`config.mk`:
```
export PLATFORM = sky130hd
export DESIGN_NAME = pulse_trigger_receiver_multi_flat
export DESIGN_NICKNAME = d
export VERILOG_FILES = /design/src/rtl/pulse_trigger_receiver_multi_if.sv /design/src/rtl/pulse_trigger_receiver_multi.sv /design/src/flat_wrapper.sv
export SDC_FILE = /design/constraint.sdc
export NUM_CORES = 1
export LEC_CHECK = 0
export CAP_MARGIN = 0
export CORE_ASPECT_RATIO = 2
export CORE_MARGIN = 10
export CORE_UTILIZATION = 65
export DETAILED_ROUTE_END_ITERATION = 8
export PLACE_DENSITY = 0.95
export REMOVE_ABC_BUFFERS = 1
export SYNTH_ARGS = -nofsm -noshare
export SYNTH_HDL_FRONTEND = slang
export SYNTH_SLANG_ARGS = --single-unit
```
`constraint.sdc`:
```
create_clock -name clk -period 9.4 [get_ports clk]
set_clock_uncertainty 0.2 [all_clocks]
set_input_delay 0.94 -clock clk [delete_from_list [all_inputs] [get_ports clk]]
set_output_delay 0.94 -clock clk [all_outputs]
set_load 0.01 [all_outputs]
```
`src/rtl/pulse_trigger_receiver_multi_if.sv`:
```
// Bus bundle for the multi-channel pulse trigger receiver: TTC controls,
// trigger levels/pulses, status and the 128-bit record FIFO handshake.
interface pulse_trigger_receiver_multi_if #(
  parameter int NUM_CH = 4
);
  logic              reset_trig_num;
  logic              reset_trig_timestamp;
  logic              readout_done;
  logic [NUM_CH-1:0] ch_enable;
  logic [NUM_CH-1:0] trigger;
  logic [NUM_CH-1:0] pulse_trigger;
  logic              fifo_ready;
  logic              fifo_valid;
  logic [127:0]      fifo_data;
  logic [NUM_CH-1:0] busy;
  logic [15:0]       missed_cnt;

  modport master (
    output reset_trig_num, reset_trig_timestamp, readout_done,
    output ch_enable, trigger, fifo_ready,
    input  pulse_trigger, fifo_valid, fifo_data, busy, missed_cnt
  );

  modport slave (
    input  reset_trig_num, reset_trig_timestamp, readout_done,
    input  ch_enable, trigger, fifo_ready,
    output pulse_trigger, fifo_valid, fifo_data, busy, missed_cnt
  );
endinterface

```
`src/rtl/pulse_trigger_receiver_multi.sv`:
```
// Multi-channel front-panel trigger receiver: edge detect, pulse-length
// classification, trigger numbering/timestamping and round-robin record output.
//
// state   | meaning
// IDLE    | waiting for an enabled rising edge
// SEND    | one-cycle pulse_trigger, first window sample after the edge
// WINDOW  | sampling trigger level until WIN_LEN samples taken
// PENDING | record ready, waiting for the output arbiter
// DEAD    | hold-off for DEAD_CYC cycles after the record is granted
module pulse_trigger_receiver_multi #(
  parameter int NUM_CH    = 4,
  parameter int WIN_LEN   = 4,
  parameter int SHORT_MAX = 1,
  parameter int DEAD_CYC  = 2
) (
  input logic                          clk,
  input logic                          reset_n,
  pulse_trigger_receiver_multi_if.slave bus
);

  typedef enum logic [4:0] {
    S_IDLE    = 5'b00001,
    S_SEND    = 5'b00010,
    S_WINDOW  = 5'b00100,
    S_PENDING = 5'b01000,
    S_DEAD    = 5'b10000
  } ch_state_t;

  localparam logic [3:0] WIN_LEN4   = 4'(WIN_LEN);
  localparam logic [3:0] SHORT_MAX4 = 4'(SHORT_MAX);

  ch_state_t         state    [NUM_CH];
  logic [3:0]        hi_cnt   [NUM_CH];
  logic [3:0]        win_cnt  [NUM_CH];
  logic [7:0]        dead_cnt [NUM_CH];
  logic [1:0]        typ      [NUM_CH];
  logic [43:0]       ts_lat   [NUM_CH];
  logic [23:0]       num_lat  [NUM_CH];
  logic [NUM_CH-1:0] run;
  logic [NUM_CH-1:0] trig_d;
  logic [NUM_CH-1:0] pulse_q;
  logic [43:0]       ts_cnt;
  logic [23:0]       trig_num;
  logic [15:0]       missed_q;
  logic [3:0]        last_gnt;
  logic              fifo_valid_q;
  logic [127:0]      fifo_data_q;

  logic [NUM_CH-1:0] edge_v, idle_v, accept, ignored, pend, grant_vec;
  logic [3:0]        hi_nx    [NUM_CH];
  logic [1:0]        cls      [NUM_CH];
  logic [23:0]       num_asg  [NUM_CH];
  logic [23:0]       num_run, trig_num_nx;
  logic [4:0]        miss_add;
  logic [16:0]       miss_sum;
  logic [15:0]       missed_nx;
  logic              load_en, gnt_found;
  logic [3:0]        gnt_idx;
  logic [127:0]      record;

  always_comb begin
    edge_v = bus.trigger & ~trig_d;
    for (int c = 0; c < NUM_CH; c++) begin
      idle_v[c] = (state[c] == S_IDLE);
      pend[c]   = (state[c] == S_PENDING);
      hi_nx[c]  = (run[c] & bus.trigger[c]) ? hi_cnt[c] + 4'd1 : hi_cnt[c];
      if (hi_nx[c] <= SHORT_MAX4)     cls[c] = 2'b10;
      else if (hi_nx[c] == WIN_LEN4)  cls[c] = 2'b01;
      else                            cls[c] = 2'b11;
    end
    accept  = edge_v & bus.ch_enable & idle_v;
    ignored = edge_v & bus.ch_enable & ~idle_v;
  end

  // Same-cycle accepts are numbered in ascending channel order; a clear restarts at 1.
  always_comb begin
    num_run = (bus.reset_trig_num | bus.readout_done) ? 24'd0 : trig_num;
    for (int c = 0; c < NUM_CH; c++) begin
      num_asg[c] = '0;
      if (accept[c]) begin
        num_run    = num_run + 24'd1;
        num_asg[c] = num_run;
      end
    end
    trig_num_nx = num_run;
  end

  always_comb begin
    miss_add = '0;
    for (int c = 0; c < NUM_CH; c++) miss_add = miss_add + {4'd0, ignored[c]};
    miss_sum  = {1'b0, missed_q} + {12'd0, miss_add};
    missed_nx = miss_sum[16] ? 16'hFFFF : miss_sum[15:0];
  end

  // Round-robin search starts one past the last granted channel.
  always_comb begin
    load_en   = ~fifo_valid_q | bus.fifo_ready;
    gnt_found = 1'b0;
    gnt_idx   = '0;
    record    = '0;
    for (int i = 1; i <= NUM_CH; i++) begin
      if (!gnt_found && pend[(int'(last_gnt) + i) % NUM_CH]) begin
        gnt_found = 1'b1;
        gnt_idx   = 4'((int'(last_gnt) + i) % NUM_CH);
      end
    end
    for (int c = 0; c < NUM_CH; c++) begin
      grant_vec[c] = load_en & gnt_found & (gnt_idx == 4'(c));
      if (gnt_found && gnt_idx == 4'(c))
        record = {54'd0, 4'(c), typ[c], num_lat[c], ts_lat[c]};
    end
  end

  always_ff @(posedge clk) begin
    if (!reset_n) begin
      for (int c = 0; c < NUM_CH; c++) begin
        state[c]    <= S_IDLE;
        hi_cnt[c]   <= '0;
        win_cnt[c]  <= '0;
        dead_cnt[c] <= '0;
        typ[c]      <= '0;
        ts_lat[c]   <= '0;
        num_lat[c]  <= '0;
      end
      run          <= '0;
      trig_d       <= '0;
      pulse_q      <= '0;
      ts_cnt       <= '0;
      trig_num     <= '0;
      missed_q     <= '0;
      last_gnt     <= 4'(NUM_CH - 1);
      fifo_valid_q <= 1'b0;
      fifo_data_q  <= '0;
    end else begin
      trig_d   <= bus.trigger;
      pulse_q  <= accept;
      ts_cnt   <= bus.reset_trig_timestamp ? 44'd0 : ts_cnt + 44'd1;
      trig_num <= trig_num_nx;
      missed_q <= missed_nx;

      for (int c = 0; c < NUM_CH; c++) begin
        case (state[c])
          S_IDLE: begin
            if (accept[c]) begin
              ts_lat[c]  <= ts_cnt;
              num_lat[c] <= num_asg[c];
              hi_cnt[c]  <= 4'd1;
              run[c]     <= 1'b1;
              win_cnt[c] <= WIN_LEN4 - 4'd1;
              state[c]   <= S_SEND;
            end
          end
          S_SEND, S_WINDOW: begin
            hi_cnt[c]  <= hi_nx[c];
            run[c]     <= run[c] & bus.trigger[c];
            win_cnt[c] <= win_cnt[c] - 4'd1;
            if (win_cnt[c] == 4'd1) begin
              typ[c]   <= cls[c];
              state[c] <= S_PENDING;
            end else begin
              state[c] <= S_WINDOW;
            end
          end
          S_PENDING: begin
            if (grant_vec[c]) begin
              dead_cnt[c] <= 8'(DEAD_CYC);
              state[c]    <= (DEAD_CYC == 0) ? S_IDLE : S_DEAD;
            end
          end
          S_DEAD: begin
            if (dead_cnt[c] == 8'd1) state[c] <= S_IDLE;
            else                     dead_cnt[c] <= dead_cnt[c] - 8'd1;
          end
          default: state[c] <= S_IDLE;
        endcase
      end

      if (load_en) begin
        fifo_valid_q <= gnt_found;
        fifo_data_q  <= record;
        if (gnt_found) last_gnt <= gnt_idx;
      end
    end
  end

  assign bus.pulse_trigger = pulse_q;
  assign bus.fifo_valid    = fifo_valid_q;
  assign bus.fifo_data     = fifo_data_q;
  assign bus.busy          = ~idle_v;
  assign bus.missed_cnt    = missed_q;

endmodule
```
`src/flat_wrapper.sv`:
```
// flat-port wrapper written by rule: the top's interface ports become plain ports
module pulse_trigger_receiver_multi_flat 
#(
  parameter int NUM_CH    = 4,
  parameter int WIN_LEN   = 4,
  parameter int SHORT_MAX = 1,
  parameter int DEAD_CYC  = 2
)
  (clk, reset_n, bus_reset_trig_num, bus_reset_trig_timestamp, bus_readout_done, bus_ch_enable, bus_trigger, bus_fifo_ready, bus_pulse_trigger, bus_fifo_valid, bus_fifo_data, bus_busy, bus_missed_cnt);
  pulse_trigger_receiver_multi_if #(.NUM_CH(NUM_CH)) bus_i ();
  input logic clk;
  input logic reset_n;
  input wire logic [$bits(bus_i.reset_trig_num)-1:0] bus_reset_trig_num;
  input wire logic [$bits(bus_i.reset_trig_timestamp)-1:0] bus_reset_trig_timestamp;
  input wire logic [$bits(bus_i.readout_done)-1:0] bus_readout_done;
  input wire logic [$bits(bus_i.ch_enable)-1:0] bus_ch_enable;
  input wire logic [$bits(bus_i.trigger)-1:0] bus_trigger;
  input wire logic [$bits(bus_i.fifo_ready)-1:0] bus_fifo_ready;
  output wire logic [$bits(bus_i.pulse_trigger)-1:0] bus_pulse_trigger;
  output wire logic [$bits(bus_i.fifo_valid)-1:0] bus_fifo_valid;
  output wire logic [$bits(bus_i.fifo_data)-1:0] bus_fifo_data;
  output wire logic [$bits(bus_i.busy)-1:0] bus_busy;
  output wire logic [$bits(bus_i.missed_cnt)-1:0] bus_missed_cnt;
  assign bus_i.reset_trig_num = bus_reset_trig_num;
  assign bus_i.reset_trig_timestamp = bus_reset_trig_timestamp;
  assign bus_i.readout_done = bus_readout_done;
  assign bus_i.ch_enable = bus_ch_enable;
  assign bus_i.trigger = bus_trigger;
  assign bus_i.fifo_ready = bus_fifo_ready;
  assign bus_pulse_trigger = bus_i.pulse_trigger;
  assign bus_fifo_valid = bus_i.fifo_valid;
  assign bus_fifo_data = bus_i.fifo_data;
  assign bus_busy = bus_i.busy;
  assign bus_missed_cnt = bus_i.missed_cnt;
  pulse_trigger_receiver_multi #(.NUM_CH(NUM_CH), .WIN_LEN(WIN_LEN), .SHORT_MAX(SHORT_MAX), .DEAD_CYC(DEAD_CYC)) u_core (.clk(clk), .reset_n(reset_n), .bus(bus_i));
endmodule
```
* Yosys cells after proc, flatten, opt, wreduce, memory -nomap -nowiden *
Memories as Yosys holds them, arrays and structs flattened.
Index checks and enable logic that the tools add are counted.

word-level totals
  word-level logic and storage cells = 442
  output and inout port bits = 153
  memories kept = 7
  bits in writable memories = 364
  input port bits = 14
  bits in registers = 227

memories
  name             depth  bits a word  read ports  clocked after memory_dff  wr ports  RTL line                            text
  u_core.ts_lat    4      44           4           0                         4         pulse_trigger_receiver_multi.sv:37  logic [43:0] ts_lat [NUM_CH];
  u_core.num_lat   4      24           4           0                         4         pulse_trigger_receiver_multi.sv:38  logic [23:0] num_lat [NUM_CH];
  u_core.dead_cnt  4      8            4           0                         4         pulse_trigger_receiver_multi.sv:35  logic [7:0] dead_cnt [NUM_CH];
  u_core.state     4      5            4           0                         4         pulse_trigger_receiver_multi.sv:32  ch_state_t state [NUM_CH];
  u_core.hi_cnt    4      4            4           0                         4         pulse_trigger_receiver_multi.sv:33  logic [3:0] hi_cnt [NUM_CH];
  u_core.win_cnt   4      4            4           0                         4         pulse_trigger_receiver_multi.sv:34  logic [3:0] win_cnt [NUM_CH];
  1 more memories  --     --           --          --                        --        --

cells by class
  mux-type cells = 235
  reductions and logical operators = 33
  bitwise gates (word level) = 83
  eq/ne operators = 39
  order comparisons = 8
  $add $sub $neg = 25

operators by type and width
  cell                                               number
  2-to-1 mux 24 bit                                  13
  2-to-1 mux 44 bit                                  4
  2-to-1 mux 72 bit                                  2
  2-to-1 mux 1 bit                                   137
  2-to-1 mux 5 bit                                   24
  adder 24 x 1 -> 24 bit (second input constant)     4
  2-to-1 mux 4 bit                                   24
  2-to-1 mux 71 bit                                  1
  2-to-1 mux 70 bit                                  1
  2-to-1 mux 8 bit                                   8
  bitwise OR 1 bit                                   62
  adder 44 x 1 -> 44 bit (second input constant)     1
  == test 8 x 1 -> 1 bit (second input constant)     4
  subtractor 8 x 1 -> 8 bit (second input constant)  4
  2-to-1 mux 2 bit                                   12
  == test 4 x 1 -> 1 bit (second input constant)     5
  == test 5 x 1 -> 1 bit (second input constant)     4
  == test 5 x 2 -> 1 bit (second input constant)     4
  == test 5 x 3 -> 1 bit (second input constant)     4
  == test 5 x 4 -> 1 bit (second input constant)     4
  == test 5 bit (second input constant)              4
  OR reduction 5 bit                                 4
  OR reduction 2 bit                                 9
  adder 16 x 5 -> 17 bit                             1
  other kinds (24)                                   83

* Logic depth before layout (Yosys ltp) *
Gate-level depths: netlist (run 1).

  depth after elaboration = 25
  gate-level depth with buffers = 24

* Worst setup path after synthesis (run 1) *
Ideal clock, no wire load.

  path kind = input to register
  from = input bus_readout_done
  to = memory u_core.num_lat[3][23], data pin
  slack = 3176 ps
  library setup time = 269 ps
  buffers on the path = 4
  data arrival time = 5755 ps
  stages on the path = 21
  cells stage by stage = clkbuf_1 -> nor2_1 -> buf_2 -> buf_2 -> nand2_1 -> inv_1 -> ha_1 -> inv_1 -> nor4_2 -> mux2i_1 -> o2111ai_1 -> nor3_1 -> nor2_2 -> or3_1 -> buf_2 -> or4_4 -> nor4_4 -> xor2_2 -> nor4_2 -> a31o_1 -> a21oi_1

RTL lines
  what                RTL line                            text
  start: declaration  flat_wrapper.sv:15                  input wire logic [$bits(bus_i.readout_done)-1:0] bus_readout_done;
  end: declaration    pulse_trigger_receiver_multi.sv:38

==> flow_summary_export.csv, run 1 <==
group,metric,value,unit
logic_synthesis,synth_top_area_share,0.387,
clocking,clkTransAtPathRegs,0.07,ns
pwr,p_sw,1.49,mW
logic_synthesis,synth_edf_count,364,
setup_path,cp_num_cells,18,
floorplanning,io_pins,167,
clocking,cts_max_path_buffers,3,
pwr,clockPowerShare,0.361,
placement,pre_cts_ws,1.85,ns
floorplanning,rows,108,
placement,port_buffers,110,
hold_path,hold_path_end,"u_core.bus.fifo_data[70]",
finish,ff_latch_area,14400,um2
logic_synthesis,yosys.area_share.simple,0.243,
placement,hpwl,55600,um
logic_synthesis,synthXorXnorAreaFrac,0.0756,
timing,tns,0,ns
logic_synthesis,synthMuxAreaShare,0.00443,
pwr,peakVddDrop,188,uV
routing,drt-total-wl,81700,um
logic_synthesis,synth_common_cells,"edfxtp_1 (364), nor2_1 (360), nand2_1 (306), and3_1 (250), dfxtp_1 (171)",
timing,min_period,7.11,ns
finish,fillers,2881,
timing,fin_ws,2.29,ns
logic_synthesis,yosysMostFrequentCell,"edfxtp_1",
clocking,hold_buffers,0,
setup_path,cp_slowest_stage_delay,0.84,ns
logic_synthesis,synth_area,28200,um2
clocking,post_cts_resize_count,0,
logic_synthesis,ys.warnings.count,0,
setup_path,reg2reg_slack,2.64,ns
finish,n_antenna_cell,0,
routing,drt_iter0_markers,2324,
clocking,cts-root-buf,"clkbuf_16",
grt,grt_pass1_wl,127000,um
timing,finalHoldViolCount,0,
timing,hold_slack,0.282,ns
setup_path,arrival,7.32,ns
pwr,finalPower,5.53,mW
finish,fin_cells,3468,
job,drv_cap,0,
setup_path,worstPathRequired,9.61,ns
setup_path,r2r-end,"u_core.num_lat[3][22]",
setup_path,crit_buf_inv,3,
placement,placed_cells,3384,
logic_synthesis,netlist-cell-type-count,99,
grt,grt_pass1_vias,23300,
timing,rsz0062_at_grt,"no",
clocking,postCtsSetupBuffers,0,
pwr,power.leakage,11.2,nW
setup_path,cp_slowest_cell,"nor3_1",
finish,multi_input_area,12800,um2
logic_synthesis,yosys.area.top_type,"edfxtp_1",
logic_synthesis,synth_top_family_by_area,"simple AND/OR/NAND/NOR gates",
routing,vias,23000,
clocking,htree_levels,2,
setup_path,r2r_start,"u_core.state[0][2]",
hold_path,hold_path_class,"flop to flop",
clocking,tritoncts,"done",
floorplanning,die_h,315,um
logic_synthesis,syn_inst,2886,
clocking,cts_made_buffers,45,
placement,placed_cell_area,29300,um2
setup_path,path_cells,"clkdlybuf4s50_1 > nor2_2 > buf_4 > and2_1 > ha_1 > inv_1 > nor4_2 > mux2i_1 > o2111ai_1 > nor3_1 > nor2_2 > or3_1 > nor3_1 > nand4_1 > xor2_1 > nor3_1 > a31o_1 > a21oi_1",
logic_synthesis,synthAdderAreaFrac,0.0147,
routing,drc,0,
timing,max_freq,141,MHz
timing,max_slew.worst_pin.slew,1.19,ns
logic_synthesis,async_reset_ff_frac,0,
timing,max_slew_margin,0.209,
pwr,seqPwrFrac,0.509,
floorplanning,die-area,52700,um2
finish,synthToLayoutAreaGrowth,9.34,%
floorplanning,initial_core_util,0.653,
routing,vias_per_cell,6.64,
setup_path,crit_path_frequent_cell,"nor3_1",
setup_path,reg2reg_depth,17,
clocking,clk_latency,0.59,ns
floorplanning,core_area,43200,um2
run_status,status,"completed",
clocking,cts_sinks,535,
logic_synthesis,ys_seq_area_frac,0.508,
finish,design_area,30900,um2
grt,antenna_found_initial,1,
grt,grt_max_degree,191,
setup_path,critPathTopFamily,"simple AND/OR/NAND/NOR gates",
grt,track_usage,0.298,
floorplanning,fp.dieW,167,um
logic_synthesis,synth_ff_type,"edfxtp_1",
timing,finalCritPeriodShare,0.756,
finish,drive_gt1_frac,0.0565,
setup_path,cp_max_fo,35,
logic_synthesis,netlist_top_cells_area,"edfxtp_1 (39%), dfxtp_1 (12%), and3_1 (5.5%)",
pwr,p_int,4.04,mW
timing,setup_violations,0,
logic_synthesis,ys_seq_elements,535,
setup_path,cp-end-kind,"flop",
hold_path,hp-start,"u_core.bus.fifo_data[70]",
hold_path,min_path_cells,2,
grt,grt-ovfl-total,0,
pwr,powerDensity,179,nW/um2
pwr,switching_share,0.269,
finish,utilization,0.714,
placement,place.gp.congestion,0.977,
routing,avgRoutedWirePerCell,23.6,um
routing,dr.pass1.iters,5,
setup_path,worstSetupPathType,"input port to flop",
setup_path,start_kind,"input port",
finish,nets,2927,
logic_synthesis,synth_compound_area_frac,0.106,
pwr,pwr-share-comb,0.129,
routing,ant_nets,0,
timing,slew_viol_final,0,
logic_synthesis,avgSynthCellArea,9.78,um2
## worst max path at each step
| stage | slack [ns] | from | endpoint |
|---|---|---|---|
| final | 2.29 | bus_readout_done | u_core.num_lat[3][22] |
| after detailed placement | 1.85 | bus_readout_done | u_core.num_lat[3][22] |
| after global routing | 1.85 | bus_readout_done | u_core.num_lat[3][22] |
| after floorplan | 1.36 | u_core.state[0][6] | u_core.state[0][15] |
| after global placement | 2.01 | bus_readout_done | u_core.num_lat[3][23] |
| after CTS | 2.47 | bus_readout_done | u_core.num_lat[3][22] |
## registers in the layout (all words and copies together), names as in the netlist
| register | count |
|---|---|
| u_core.bus.pulse_trigger | 4 |
| u_core.bus.fifo_data | 72 |
| u_core.dead_cnt | 32 |
| u_core.win_cnt | 16 |
| u_core.ts_lat | 176 |
| u_core.state | 20 |
| u_core.num_lat | 96 |
| u_core.trig_d | 4 |
| u_core.ts_cnt | 44 |
| u_core.bus.fifo_valid | 1 |
| u_core.trig_num | 24 |
| u_core.bus.missed_cnt | 16 |
| u_core.typ | 8 |
| u_core.run | 4 |
| u_core.hi_cnt | 16 |
| u_core.last_gnt | 2 |
## tightest hold or removal path, delay by kind of cell (launching register included)
family	cells	cell delay [ns]
DFF	1	0.32
and+or+nand+nor	1	0.06
AOI/OAI and AO/OA	1	0.06
## logic make-up (layout without fill, tap and decap cells)
logic type,after synthesis,after routing
and+or+nand+nor,1339,1339
buffers and inverters,293,270
DFF,535,535
other,1,56
AOI/OAI and AO/OA,436,436
muxes,12,12
adders and majority gates,32,32
xor gates and xnor gates,238,238
## metal layers
layer  up-vias  GRT usage  routed length (um)
met4         2      0.197                5160
met3       306     0.0400                6360
met2      1328      0.541               43100
li1      10300          -                   -
met1     11000      0.315               27100
met5         -          0                  11
## layout by cell type, fill, tap and decap left out, types with 12 or more instances in the layout
cell             instances
edfxtp_1               364
nand2_1                301
ha_1                    30
nor3_1                  81
nand3_1                 72
and4_1                  13
clkbuf_16               45
nor2b_1                 12
or3_1                   28
clkdlybuf4s50_1        109
a211oi_1                77
and3_1                 249
buf_4                   24
conb_1                  56
and2_1                  35
nor4_1                  36
a21oi_1                143
nand4_1                 38
inv_1                   50
xnor2_1                135
or4_1                   16
dfxtp_1                171
xor2_1                  97
nand2b_1                12
a311oi_1                70
nor2_1                 357
o21ai_0                 45
## cell type report
type	count	share of cell area
inverter	52	0.00636
clock inverter	33	0.0126
clock buffer	51	0.0375
tap	550	0.0223
multi-input combinational	2113	0.415
sequential	535	0.465
timing repair buffer	134	0.0418
## power groups by stage
stage          logic (mW)  clock network, mW  registers, mW
2_1_floorplan       0.406                  0           2.84
3_3_place_gp        0.655                  0           2.84
3_5_place_dp        0.694                  0           2.86
4_1_cts             0.703               2.00           2.81
5_1_grt             0.765               2.08           2.83
6_report            0.714               2.00           2.81
Note: power is estimated with default switching activity, not from simulation.
==> run 2: changes to the inputs <==
- CORE_UTILIZATION: 65 -> 60
- PLACE_DENSITY: 0.95 -> 0.89
- clock period: 9.4 -> 7.1 ns (I/O delays scaled with it)
==> run 2 against run 1 <==
- cell count rose by 3.0%
- critical path depth rose by 2
- routed wire length fell by 1.7%
- core utilization fell by 4.5 points
==> flow_summary_export.csv, run 2 (synthesized netlist as in run 1, its figures left out) <==
group,metric,value,unit
clocking,cts_sinks,535,
setup_path,worstPathRequired,7.29,ns
timing,min_period,6.51,ns
setup_path,r2r-end,"u_core.num_lat[3][22]",
clocking,htree_levels,2,
clocking,clk_latency,0.59,ns
routing,vias,22800,
routing,drc,0,
placement,place.gp.congestion,0.962,
clocking,clkTransAtPathRegs,0.07,ns
timing,max_slew_margin,0.163,
finish,multi_input_area,12800,um2
grt,track_usage,0.274,
job,drv_cap,0,
setup_path,start_kind,"input port",
run_status,status,"completed",
clocking,post_cts_resize_count,0,
setup_path,r2r_start,"u_core.state[0][2]",
placement,hpwl,54900,um
setup_path,critPathLaunch,"bus_reset_trig_num",
pwr,seqPwrFrac,0.505,
floorplanning,core_area,46700,um2
pwr,clockPowerShare,0.368,
clocking,tritoncts,"done",
timing,slew_viol_final,0,
finish,regMostFlops,"u_core.ts_lat",
pwr,peakVddDrop,230,uV
grt,grt-ovfl-total,0,
setup_path,cp_max_fo,13,
pwr,p_sw,1.96,mW
timing,finalCritPeriodShare,0.917,
timing,fin_ws,0.587,ns
setup_path,reg2reg_depth,17,
setup_path,timing.critical_path.to,"u_core.num_lat[3][22]",
routing,ant_nets,0,
pwr,power.leakage,11.3,nW
floorplanning,initial_core_util,0.605,
finish,utilization,0.669,
timing,max_slew.worst_pin.slew,1.25,ns
timing,finalHoldViolCount,0,
hold_path,hold_path_class,"flop to flop",
grt,grt_pass1_vias,23000,
routing,vias_per_cell,6.39,
grt,grt_pass1_wl,125000,um
clocking,cts-root-buf,"clkbuf_16",
routing,avgRoutedWirePerCell,22.5,um
grt,antenna_found_initial,0,
pwr,pwr-share-comb,0.128,
clocking,cts_made_buffers,45,
timing,max_freq,154,MHz
placement,port_buffers,110,
routing,dr.pass1.iters,6,
routing,drt_iter0_markers,2182,
pwr,p_int,5.41,mW
floorplanning,die-area,56700,um2
finish,ff_latch_area,14400,um2
floorplanning,die_h,327,um
pwr,finalPower,7.37,mW
finish,layout_common_cells,"edfxtp_1 (364), nor2_1 (357), nand2_1 (301), and3_1 (249), dfxtp_1 (171)",
setup_path,worstSetupPathType,"input port to flop",
setup_path,reg2reg_slack,0.95,ns
finish,nets,2953,
finish,layout_commonest_cell,"edfxtp_1",
setup_path,cp-end-kind,"flop",
placement,pre_cts_ws,0.182,ns
pwr,switching_share,0.266,
clocking,cts_max_path_buffers,3,
routing,drt-total-wl,80400,um
floorplanning,fp.dieW,173,um
grt,grt_max_degree,143,
timing,rsz0062_at_grt,"no",
floorplanning,rows,112,
finish,synthToLayoutAreaGrowth,10.5,%
pwr,powerDensity,236,nW/um2
timing,setup_violations,0,
finish,largest_register_ffs,176,
finish,drive_gt1_frac,0.0652,
setup_path,arrival,6.70,ns
finish,n_antenna_cell,0,
finish,fillers,3494,
clocking,hold_buffers,0,
floorplanning,io_pins,167,
clocking,postCtsSetupBuffers,0,
run 2: changes by cell type in the layout (fill, tap and decap cells not counted), sizes merged:
cell,delta
clkbuf,+7
clkinvlp,+1
inv,-1
clkinv,-7
buf,+26
run 2: metrics by stage:
step | std cells | hold WS (ns) | TNS [ns] | cell area, um2
floorplan | 2700 | 0.244 | -50.18 | 27300
global placement | 3487 | 0.248 | 0 | 29600
detailed placement | 3487 | 0.261 | 0 | 29600
CTS | 3571 | 0.271 | 0 | 31200
global route | 3571 | 0.293 | 0 | 31200
finish | 3571 | 0.270 | 0 | 31200
run 2: per-layer routing:
metal | track usage | wire (um)
met1 | 0.282 | 26800
met2 | 0.506 | 42400
met3 | 0.0401 | 5980
met4 | 0.177 | 5180
met5 | 0 | 0
run 2: cell type report:
type,instances,share of cell area
clock buffer,58,0.0396
multi-input combinational,2113,0.410
sequential,535,0.460
clock inverter,26,0.0115
timing repair buffer,160,0.0476
inverter,52,0.00629
tap,627,0.0251
run 2: how the worst min path moves through the flow:
stage | startpoint | end | slack (ns) | cells after the start
3_3_place_gp | u_core.bus.fifo_data[71] | u_core.bus.fifo_data[71] | 0.25 | 2
4_1_cts | u_core.bus.fifo_data[71] | u_core.bus.fifo_data[71] | 0.27 | 2
2_1_floorplan | u_core.ts_cnt[0] | u_core.ts_cnt[0] | 0.24 | 1
6_report | u_core.bus.fifo_data[71] | u_core.bus.fifo_data[71] | 0.27 | 2
3_5_place_dp | u_core.bus.fifo_data[71] | u_core.bus.fifo_data[71] | 0.26 | 2
5_1_grt | u_core.bus.fifo_data[71] | u_core.bus.fifo_data[71] | 0.29 | 2
run 2: worst max-delay path, cell delays in order:
cell and delay (ns):
clkdlybuf4s50_1 0.75, nor2_2 0.12, and2_1 0.24, ha_1 0.33
nand3_1 0.09, a21boi_0 0.19, inv_1 0.11, ha_1 0.22
nand3_1 0.09, mux2i_1 0.54, o2111ai_1 0.33, nor3_1 0.35
nor2_2 0.13, or3_1 0.53, nor3_1 0.72, nand4_1 0.21
xor2_1 0.52, nor3_1 0.14, a31o_1 0.24, a21oi_1 0.13
run 2: power groups by stage:
| stage | Sequential [mW] | Clock [mW] | Combinational [mW] |
|---|---|---|---|
| floorplan | 3.77 | 0 | 0.538 |
| global placement | 3.76 | 0 | 0.883 |
| detailed placement | 3.78 | 0 | 0.921 |
| CTS | 3.71 | 2.72 | 0.932 |
| global route | 3.74 | 2.84 | 1.02 |
| finish | 3.72 | 2.71 | 0.941 |
==> RTL edit (flow settings as in run 1) <==
Make the reset (`reset_n`) asynchronous in one clocked block.
--- a/src/rtl/pulse_trigger_receiver_multi.sv
+++ b/src/rtl/pulse_trigger_receiver_multi.sv
@@ -112,5 +112,5 @@
   end
 
-  always_ff @(posedge clk) begin
+  always_ff @(posedge clk or negedge reset_n) begin
     if (!reset_n) begin
       for (int c = 0; c < NUM_CH; c++) begin
Check against the original RTL: differs if reset_n is asserted again (counterexample within 4 cycles, from zero or initial values and one cycle with reset_n low); with reset_n held inactive, the same outputs for 4 cycles.
==> RTL edit against run 1 <==
Count of clock-buffer cells in the layout rose by 11; wire length rose by 9.7%; worst setup slack got worse by 0.34 ns; largest cell class is now multi-input combinational cells; largest power group unchanged; design area rose by 1.3%; power fell by 4.3%; synthesized area rose by 0.74%; combinational power fell by 14%; via count rose by 11%; utilization rose by 0.68 points; sequential cell count did not move.
==> RTL edit: results <==
[grt]
use_met3 = 0.08915
gr-usage-met1 = 0.3304
grt_pass1_wl_um = 139500
grt_use_met2 = 0.5609
grt_usage = 0.3318
grt_max_degree = 188
grt_antenna_before_repair = 6

[layout]
comb.multi_input.count = 2676
n_antenna_cell = 2
num-clock-buffers = 62
num-nonclk-buffers = 139
area_share_nonclk_buffers = 0.04298
fillCellCount = 3105
clkCellAreaFrac = 0.05294
multiInputGateArea_mm2 = 0.01402
nets = 3487
ff_latch_area_mm2 = 0.01340
final_area_mm2 = 0.03127
nNonClkInverters = 43
layout-drive-gt1-share = 0.05346

[logic_synthesis]
synth_area_leaders = dfrtp_1 47%, nand2_1 15%, xnor2_1 4.1%
ys.flop_type = dfrtp_1
ys_seq_area_frac = 0.4709
yosysUniqueCellTypes = 93
synth_commonest_cells = 1130 x nand2_1, 529 x dfrtp_1, 207 x o21ai_0
async_flop_share = 1.000

[route]
first_pass_iters = 6
wl_per_cell_um = 22.23
wl_met3_um = 8497
drt-initial-drc-count = 2722
dr_wl_met2_um = 44430
met1_length_um = 28220
vias = 25570

[critical_path]
reg2regPathDepth = 17
r2r-end = u_core.trig_num[21]
cp_slowest_cell = or4b_1
startpoint = bus_reset_trig_num
r2r_setup_slack_ns = 2.21
crit_arrival_ns = 7.72
rr_startpoint = u_core.state[15]
max_stage_delay_ns = 0.64

[sta]
max_freq_ghz = 0.1342
tightest_slew_ns = 1.294
whs_ns = 0.2070

[hold_path]
holdCritPathClass = primary input to async pin

[place]
pre_cts_slack_ns = 1.514
place_area_mm2 = 0.02961
dp_hpwl_um = 56590
globalplace.congestion = 1.055

[power_and_ir_drop]
leakagePower_nw = 14.32
power_frac_clock = 0.396
ir_worst_vdd_v = 0.0001561
seqPwrFrac = 0.487

[clock_tree]
clkLatencyLatePin_ns = 0.61
post_cts_buffers = 0

[run_status]
status = finished clean
RTL edit: cell count changes in the layout (fill, tap and decap cells not counted), moves of 13 or more:
cell      change
and3_1      -207
edfxtp_1    -364
dfxtp_1     -171
and2_1       -13
a21oi_1      +58
nand2_1     +827
o21ai_0     +162
a211oi_1     -72
nand3_1      +64
dfrtp_1     +529
a311oi_1     -70
nor2_1      -153
nor3_1       -35
RTL edit: kinds of logic after synthesis:
logic type               Yosys count  synth area share
flip-flops                       535            0.4709
buffers and inverters            285           0.04543
XOR/XNOR                         245           0.07671
AND/OR/NAND/NOR                 1808            0.2830
AO/OA/AOI/OAI                    514            0.1013
other                              1         0.0001318
multiplexers                      21          0.007961
adder cells (fa/ha/maj)           32           0.01460
RTL edit: per-stage QoR:
stage	util	instances
2_1_floorplan	-	3254
3_3_place_gp	0.6826	3943
3_5_place_dp	0.6826	3943
4_1_cts	0.7208	4029
5_1_grt	0.7208	4029
6_report	0.7209	4031
